==> config.mk <==
export PLATFORM = sky130hd
export DESIGN_NAME = stepper_axis
export DESIGN_NICKNAME = d
export VERILOG_FILES = /design/src/rtl/stepper_pkg.sv /design/src/rtl/step_timer.sv /design/src/rtl/stepper_axis.sv
export SDC_FILE = /design/constraint.sdc
export NUM_CORES = 1
export LEC_CHECK = 0
export CORE_MARGIN = 4
export CORE_UTILIZATION = 59
export CTS_CLUSTER_DIAMETER = 30
export DETAILED_ROUTE_END_ITERATION = 10
export PLACE_DENSITY = 0.78
export SLEW_MARGIN = 20
export SYNTH_ARGS = -nofsm -noshare
export SYNTH_HDL_FRONTEND = slang
export SYNTH_HIERARCHICAL = 1
export SYNTH_SLANG_ARGS = --single-unit
==> constraint.sdc <==
create_clock -name sysclk -period 5.5 [get_ports sysclk]
set_input_delay 1.375 -clock sysclk [delete_from_list [all_inputs] [get_ports sysclk]]
set_output_delay 1.375 -clock sysclk [all_outputs]
set_load 0.03 [all_outputs]
==> src/rtl/stepper_pkg.sv <==
// Shared types and defaults for the per-motor stepper stage.
//   state_t      : axis controller states
//   POS_W_DEF    : default position/target width (binary step count)
//   MAX_POS_DEF  : default highest legal coordinate (3-digit entry)
//   SEL_*        : half-period select codes understood by step_timer
package stepper_pkg;

  typedef enum logic [2:0] {
    UNHOMED,
    HOMING,
    READY,
    MOVE,
    FAULT
  } state_t;

  localparam int unsigned POS_W_DEF   = 10;
  localparam int unsigned MAX_POS_DEF = 999;

  localparam logic [1:0] SEL_X1 = 2'd0;  // half-period = HALF
  localparam logic [1:0] SEL_X2 = 2'd1;  // half-period = 2*HALF
  localparam logic [1:0] SEL_X4 = 2'd2;  // half-period = 4*HALF

endpackage

==> src/rtl/step_timer.sv <==
// Step pulse phase generator.
// Each period is a low phase followed by a high phase of equal length; the
// low phase doubles as direction setup time. A step completes at the wrap.
//   clk   : clock
//   rst   : asynchronous active-high reset
//   run   : count while high; counter held at zero otherwise
//   clear : restart the period from the low phase
//   sel   : half-period select (SEL_X1 / SEL_X2 / SEL_X4 times HALF)
//   pu    : step pulse, high during the second half of the period
//   done  : one-cycle strobe on the last cycle of a period (PU falling edge)
module step_timer
  import stepper_pkg::*;
#(
  parameter int unsigned HALF = 500
) (
  input  logic       clk,
  input  logic       rst,
  input  logic       run,
  input  logic       clear,
  input  logic [1:0] sel,
  output logic       pu,
  output logic       done
);

  localparam int unsigned CW = $clog2(8 * HALF);

  logic [CW-1:0] cnt;
  logic [CW-1:0] half_len;
  logic [CW-1:0] last;

  always_comb begin
    case (sel)
      SEL_X2: begin
        half_len = CW'(2 * HALF);
        last     = CW'(4 * HALF - 1);
      end
      SEL_X4: begin
        half_len = CW'(4 * HALF);
        last     = CW'(8 * HALF - 1);
      end
      default: begin
        half_len = CW'(HALF);
        last     = CW'(2 * HALF - 1);
      end
    endcase
  end

  assign done = run && (cnt == last);
  assign pu   = run && (cnt >= half_len);

  always_ff @(posedge clk or posedge rst) begin
    if (rst) begin
      cnt <= '0;
    end else if (clear || !run || done) begin
      cnt <= '0;
    end else begin
      cnt <= cnt + CW'(1);
    end
  end

endmodule

==> src/rtl/stepper_axis.sv <==
// Per-motor motion stage: homes against the Stop limit switch, tracks the
// absolute position in steps and steps to each committed target.
// Optional build macro STEPPER_RAMP_EN: acceleration ramp (4x, 2x, 1x HALF)
// on every move start and direction reversal; homing then runs at 2x HALF.
//   sysclk      : system clock
//   reset       : asynchronous active-high reset
//   stop        : raw limit switch (asynchronous, active high)
//   home_req    : one-cycle pulse, start/restart homing (aborts anything)
//   target      : committed coordinate
//   target_load : one-cycle pulse, latch target
//   PU / DR / MF: step pulse, direction (1 = away from home), motor free
//   pos         : absolute position
//   busy        : homing or moving
//   homed       : position valid
//   err         : sticky; homing timeout or rejected target
module stepper_axis
  import stepper_pkg::*;
#(
  parameter int unsigned POS_W    = POS_W_DEF,
  parameter int unsigned MAX_POS  = MAX_POS_DEF,
  parameter int unsigned HALF     = 500,
  parameter int unsigned HOME_MAX = 1023
) (
  input  logic             sysclk,
  input  logic             reset,
  input  logic             stop,
  input  logic             home_req,
  input  logic [POS_W-1:0] target,
  input  logic             target_load,
  output logic             PU,
  output logic             DR,
  output logic             MF,
  output logic [POS_W-1:0] pos,
  output logic             busy,
  output logic             homed,
  output logic             err
);

  localparam int unsigned HW = $clog2(HOME_MAX + 1);

  state_t           state, state_n;
  logic             stop_m, stop_s;
  logic [POS_W-1:0] tgt, tgt_n, pos_n, step_pos, eff_tgt;
  logic             dr_n, homed_n, err_n;
  logic [HW-1:0]    hcnt, hcnt_n;
  logic             run, tmr_clear, step_done, tgt_ok;
  logic [1:0]       sel;

`ifdef STEPPER_RAMP_EN
  logic [1:0] rcnt, rcnt_n;  // steps since move start / reversal, saturates at 2

  always_comb begin
    if (state == HOMING) begin
      sel = SEL_X2;
    end else begin
      case (rcnt)
        2'd0:    sel = SEL_X4;
        2'd1:    sel = SEL_X2;
        default: sel = SEL_X1;
      endcase
    end
  end
`else
  assign sel = SEL_X1;
`endif

  always_ff @(posedge sysclk or posedge reset) begin
    if (reset) begin
      stop_m <= 1'b0;
      stop_s <= 1'b0;
    end else begin
      stop_m <= stop;
      stop_s <= stop_m;
    end
  end

  assign run       = (state == HOMING) || (state == MOVE);
  // Every state entry (and a homing restart) begins with a fresh low phase.
  assign tmr_clear = home_req || (state_n != state);
  assign MF        = (state == UNHOMED) || (state == FAULT);
  assign busy      = run;
  assign tgt_ok    = (target <= POS_W'(MAX_POS));
  assign step_pos  = DR ? pos + POS_W'(1) : pos - POS_W'(1);

  step_timer #(
    .HALF(HALF)
  ) u_timer (
    .clk  (sysclk),
    .rst  (reset),
    .run  (run),
    .clear(tmr_clear),
    .sel  (sel),
    .pu   (PU),
    .done (step_done)
  );

  always_comb begin
    state_n = state;
    pos_n   = pos;
    tgt_n   = tgt;
    dr_n    = DR;
    hcnt_n  = hcnt;
    homed_n = homed;
    err_n   = err;
    eff_tgt = tgt;
`ifdef STEPPER_RAMP_EN
    rcnt_n  = rcnt;
`endif
    if (home_req) begin
      state_n = HOMING;
      dr_n    = 1'b0;
      hcnt_n  = '0;
      homed_n = 1'b0;
    end else begin
      case (state)
        UNHOMED: begin
          if (target_load) err_n = 1'b1;
        end
        HOMING: begin
          dr_n = 1'b0;
          if (stop_s) begin
            pos_n   = '0;
            homed_n = 1'b1;
            err_n   = 1'b0;
            state_n = READY;
          end else if (step_done) begin
            if (hcnt == HW'(HOME_MAX - 1)) begin
              state_n = FAULT;
              err_n   = 1'b1;
            end else begin
              hcnt_n = hcnt + HW'(1);
            end
          end
        end
        READY: begin
          if (target_load) begin
            if (!tgt_ok) begin
              err_n = 1'b1;
            end else if (target != pos) begin
              tgt_n   = target;
              dr_n    = (target > pos);
              state_n = MOVE;
`ifdef STEPPER_RAMP_EN
              rcnt_n  = '0;
`endif
            end
          end
        end
        MOVE: begin
          if (stop_s && !DR) begin
            pos_n   = '0;
            state_n = READY;
          end else begin
            // A retarget landing on the completion cycle is honoured by it.
            if (target_load) begin
              if (tgt_ok) begin
                eff_tgt = target;
                tgt_n   = target;
              end else begin
                err_n = 1'b1;
              end
            end
            if (step_done) begin
              pos_n = step_pos;
              // pos == eff_tgt: retargeted onto the position the in-flight
              // step was leaving; end the move at this completion.
              if ((step_pos == eff_tgt) || (pos == eff_tgt)) begin
                state_n = READY;
              end else begin
                dr_n = (eff_tgt > step_pos);
`ifdef STEPPER_RAMP_EN
                if (dr_n != DR) rcnt_n = '0;
                else if (rcnt != 2'd2) rcnt_n = rcnt + 2'd1;
`endif
              end
            end
          end
        end
        FAULT: ;
        default: ;
      endcase
    end
  end

  always_ff @(posedge sysclk or posedge reset) begin
    if (reset) begin
      state <= UNHOMED;
      pos   <= '0;
      tgt   <= '0;
      DR    <= 1'b0;
      hcnt  <= '0;
      homed <= 1'b0;
      err   <= 1'b0;
`ifdef STEPPER_RAMP_EN
      rcnt  <= '0;
`endif
    end else begin
      state <= state_n;
      pos   <= pos_n;
      tgt   <= tgt_n;
      DR    <= dr_n;
      hcnt  <= hcnt_n;
      homed <= homed_n;
      err   <= err_n;
`ifdef STEPPER_RAMP_EN
      rcnt  <= rcnt_n;
`endif
    end
  end

endmodule
==> qor.yml <==
run_status:
  outcome: "finished, final reports clean"
finish:
  area_growth_pct: 13.0
  postLayoutCoreUtil_pct: 68.5
  nNetsFinal: 520
  layout-drive-gt1-share_pct: 7.99
  antenna_cells: 0
  final.fill_count: 511
routing:
  drc_errors: 0
  avgViaCountPerCell: 5.86
  drt_iter0_markers: 109
  ant_nets: 0
  wl_met2_microns: 4210
  wl_met1_microns: 3840
  route.met3.wl_microns: 263
  vias: 3164
  wirelength_microns: 8410
  top_layer_used: "met4"
  drt_first_pass_iters: 4
  post_drt_wl_per_cell_microns: 15.6
synthesis:
  synth-edff-count: 0
  syn_avg_cell_area_sq_um: 9.02
  synth_ff_type: "dfrtp_1"
  ys_types: 68
  synth-seq-cells: 50
  yosysWarnings: 6
  synth_area_sq_um: 3850
  yosysSeqAreaShare_pct: 32.5
  netlist_instances: 427
  synthArstFlopShare_pct: 100
worst_setup_path:
  reg2reg_slack_ns: 1.14
  end_kind: "flop"
  required_ns: 5.73
  worstPathArrival_ns: 4.67
  critPathKind: "input pin to flop"
  cp_max_fo: 12
  crit_path_start_kind: "input pin"
  timing.rr.start: "DR"
  crit_start: "target[7]"
placed_design:
  port_buffers: 30
  gp_congestion: 0.915
  dpl.hpwl_microns: 6390
grt:
  grt_pass1_vias: 3111
  grt_pass1_wl_microns: 14200
  antenna_found_initial: 0
  grt_max_degree: 39
  grt_overflow: 0
  track_usage_pct: 22.7
clock_tree:
  cts_resized: 0
  path_clk_slew_ns: 0.09
  cts_tree: "yes"
  clock_path_buffers: 2
  clock_sinks: 50
  clkLatencyLatePin_ns: 0.30
  cts_made_buffers: 5
  cts_hold_buffers: 0
  ctsRootBufferMaster: "clkbuf_8"
  cts_setup_buffers: 0
  cts-htree-levels: 2
floorplanning:
  die_h_microns: 88.8
  die_x_microns: 88.8
  dieArea_sq_um: 7880
  start_util_pct: 60.6
  rows: 29
  io-pin-count: 31
  core_area_sq_um: 6350
timing:
  rsz0062_at_grt: "no"
  max_slew.worst_pin.slew_ns: 0.896
  period_minus_slack_ns: 4.44
  hold_violations: 0
  max_freq_mhz: 225
  drv_slew: 0
  setup_viol: 0
  period_share_pct: 80.7
  skew_ns: 0.00637
  fin_tns_setup_ns: 0
  slew_headroom_pct: 40.2
power_and_ir_drop:
  p_per_area_nw_per_um2: 310
  ir_drop_mv: 0.230
  p_leak_nw: 1.87
run:
  drv_cap: 0
min_path:
  hold_class: "flop to flop"
  min-delay-start: "stop_m"
-- routing by layer --
metal / track usage, % / up-vias
met1: 28.7 / 1538
met2: 40.4 / 49
met4: 5.77 / 0
met5: 0 / -
met3: 3.35 / 10
li1: - / 1567
-- metrics by stage --
step	total power [mW]	worst slack, ns	instances	hold WS, ns	cell area [sq um]
5_1_grt	1.44	0.793	540	0.379	4350
3_5_place_dp	1.08	0.791	533	0.336	4240
3_3_place_gp	1.06	0.929	533	0.333	4240
6_report	1.35	1.06	540	0.354	4350
2_1_floorplan	0.915	1.36	431	0.331	3860
4_1_cts	1.35	1.09	540	0.357	4350
-- synthesized netlist by cell type (all sizes together), types with 5 or more instances --
library cell  instances  area share [%]
nor2b                 6            0.98
nand2b                5            0.81
mux2                 13             3.9
xor2                  8             1.8
nand2                26             2.5
nor2                 46             4.5
a21o                  5            0.98
ha                   41              13
nand4                11             1.9
inv                  49             4.8
buf                   5            0.88
nor3                  9             1.2
a21oi                26             3.5
o21ai                17             2.5
xnor2                22             5.2
nand3                11             1.4
dfrtp                50              32
o31ai                 8             1.6
-- cells in the final DEF (no fill, tap or decap), types with 3 or more instances in the layout --
cell / instances
o21a_1: 3
mux2i_1: 4
a21o_1: 5
nand4_1: 10
buf_4: 4
xor2_1: 8
nand2_1: 26
o31ai_1: 8
dfrtp_1: 50
or3_1: 3
clkbuf_8: 5
a31oi_1: 3
o21ai_1: 3
mux2_2: 11
nor2_1: 46
nand2b_1: 5
a21oi_1: 25
inv_1: 49
nor4_1: 3
ha_1: 41
nor3_1: 9
a211oi_1: 3
o211ai_1: 3
clkdlybuf4s50_1: 30
a21boi_0: 3
xnor2_1: 21
nor2b_1: 6
nand3_1: 11
o21ai_0: 13
conb_1: 5
-- logic make-up (layout without fill, tap and decap cells) --
kind of cell             Yosys count  after routing  share of synthesized area [%]
adder cells (fa/ha/maj)           42             42                           13.8
XOR/XNOR                          30             30                           7.02
buffers and inverters             58             90                           6.04
AO/OA/AOI/OAI                     89             89                           16.7
multiplexers                      17             17                           4.94
AND/OR/NAND/NOR                  140            140                           18.8
other                              1              5                         0.0974
flip-flops                        50             50                           32.5
-- state kept, by name (all words and copies together), names as in the netlist --
register and flops:
u_timer/cnt 12, hcnt 10, pos 10, tgt 10, state 3, DR 1
err 1, homed 1, stop_m 1, stop_s 1
-- cell type report --
type	count	area, sq um	share of cell area (%)
clock inverter	2	38.8	0.892
clock buffer	5	68.8	1.58
tap	77	96.3	2.21
timing repair buffer	34	330	7.59
multi-input combinational	323	2380	54.7
inverter	49	184	4.23
sequential	50	1250	28.8
-- worst paths after layout --
path / cells after the start / endpoint
min reg2reg: 0 / stop_s
min: 0 / stop_s
max reg2reg: 20 / u_timer/cnt[6]
max in group asynchronous: 3 / pos[0]
min in group asynchronous: 2 / u_timer/cnt[0]
max: 14 / u_timer/cnt[6]
-- critical path, cell delays in order --
cell and delay, ns:
clkdlybuf4s50_1 0.62, o2111ai_2 0.23, o21ai_4 0.38, mux2_4 0.36, ha_1 0.32, nand4_1 0.11
nor2_1 0.06, nand3_1 0.12, o21ai_1 0.09, a21o_1 0.20, a211o_1 0.25, inv_1 0.06
o311ai_2 0.29, nor2_1 0.19
-- power by group --
part	internal [mW]	switching, mW
sequential	0.415	0.0451
clock	0.134	0.127
combinational	0.281	0.348
total	0.829	0.520
Note: power is estimated with default switching activity, not from simulation.
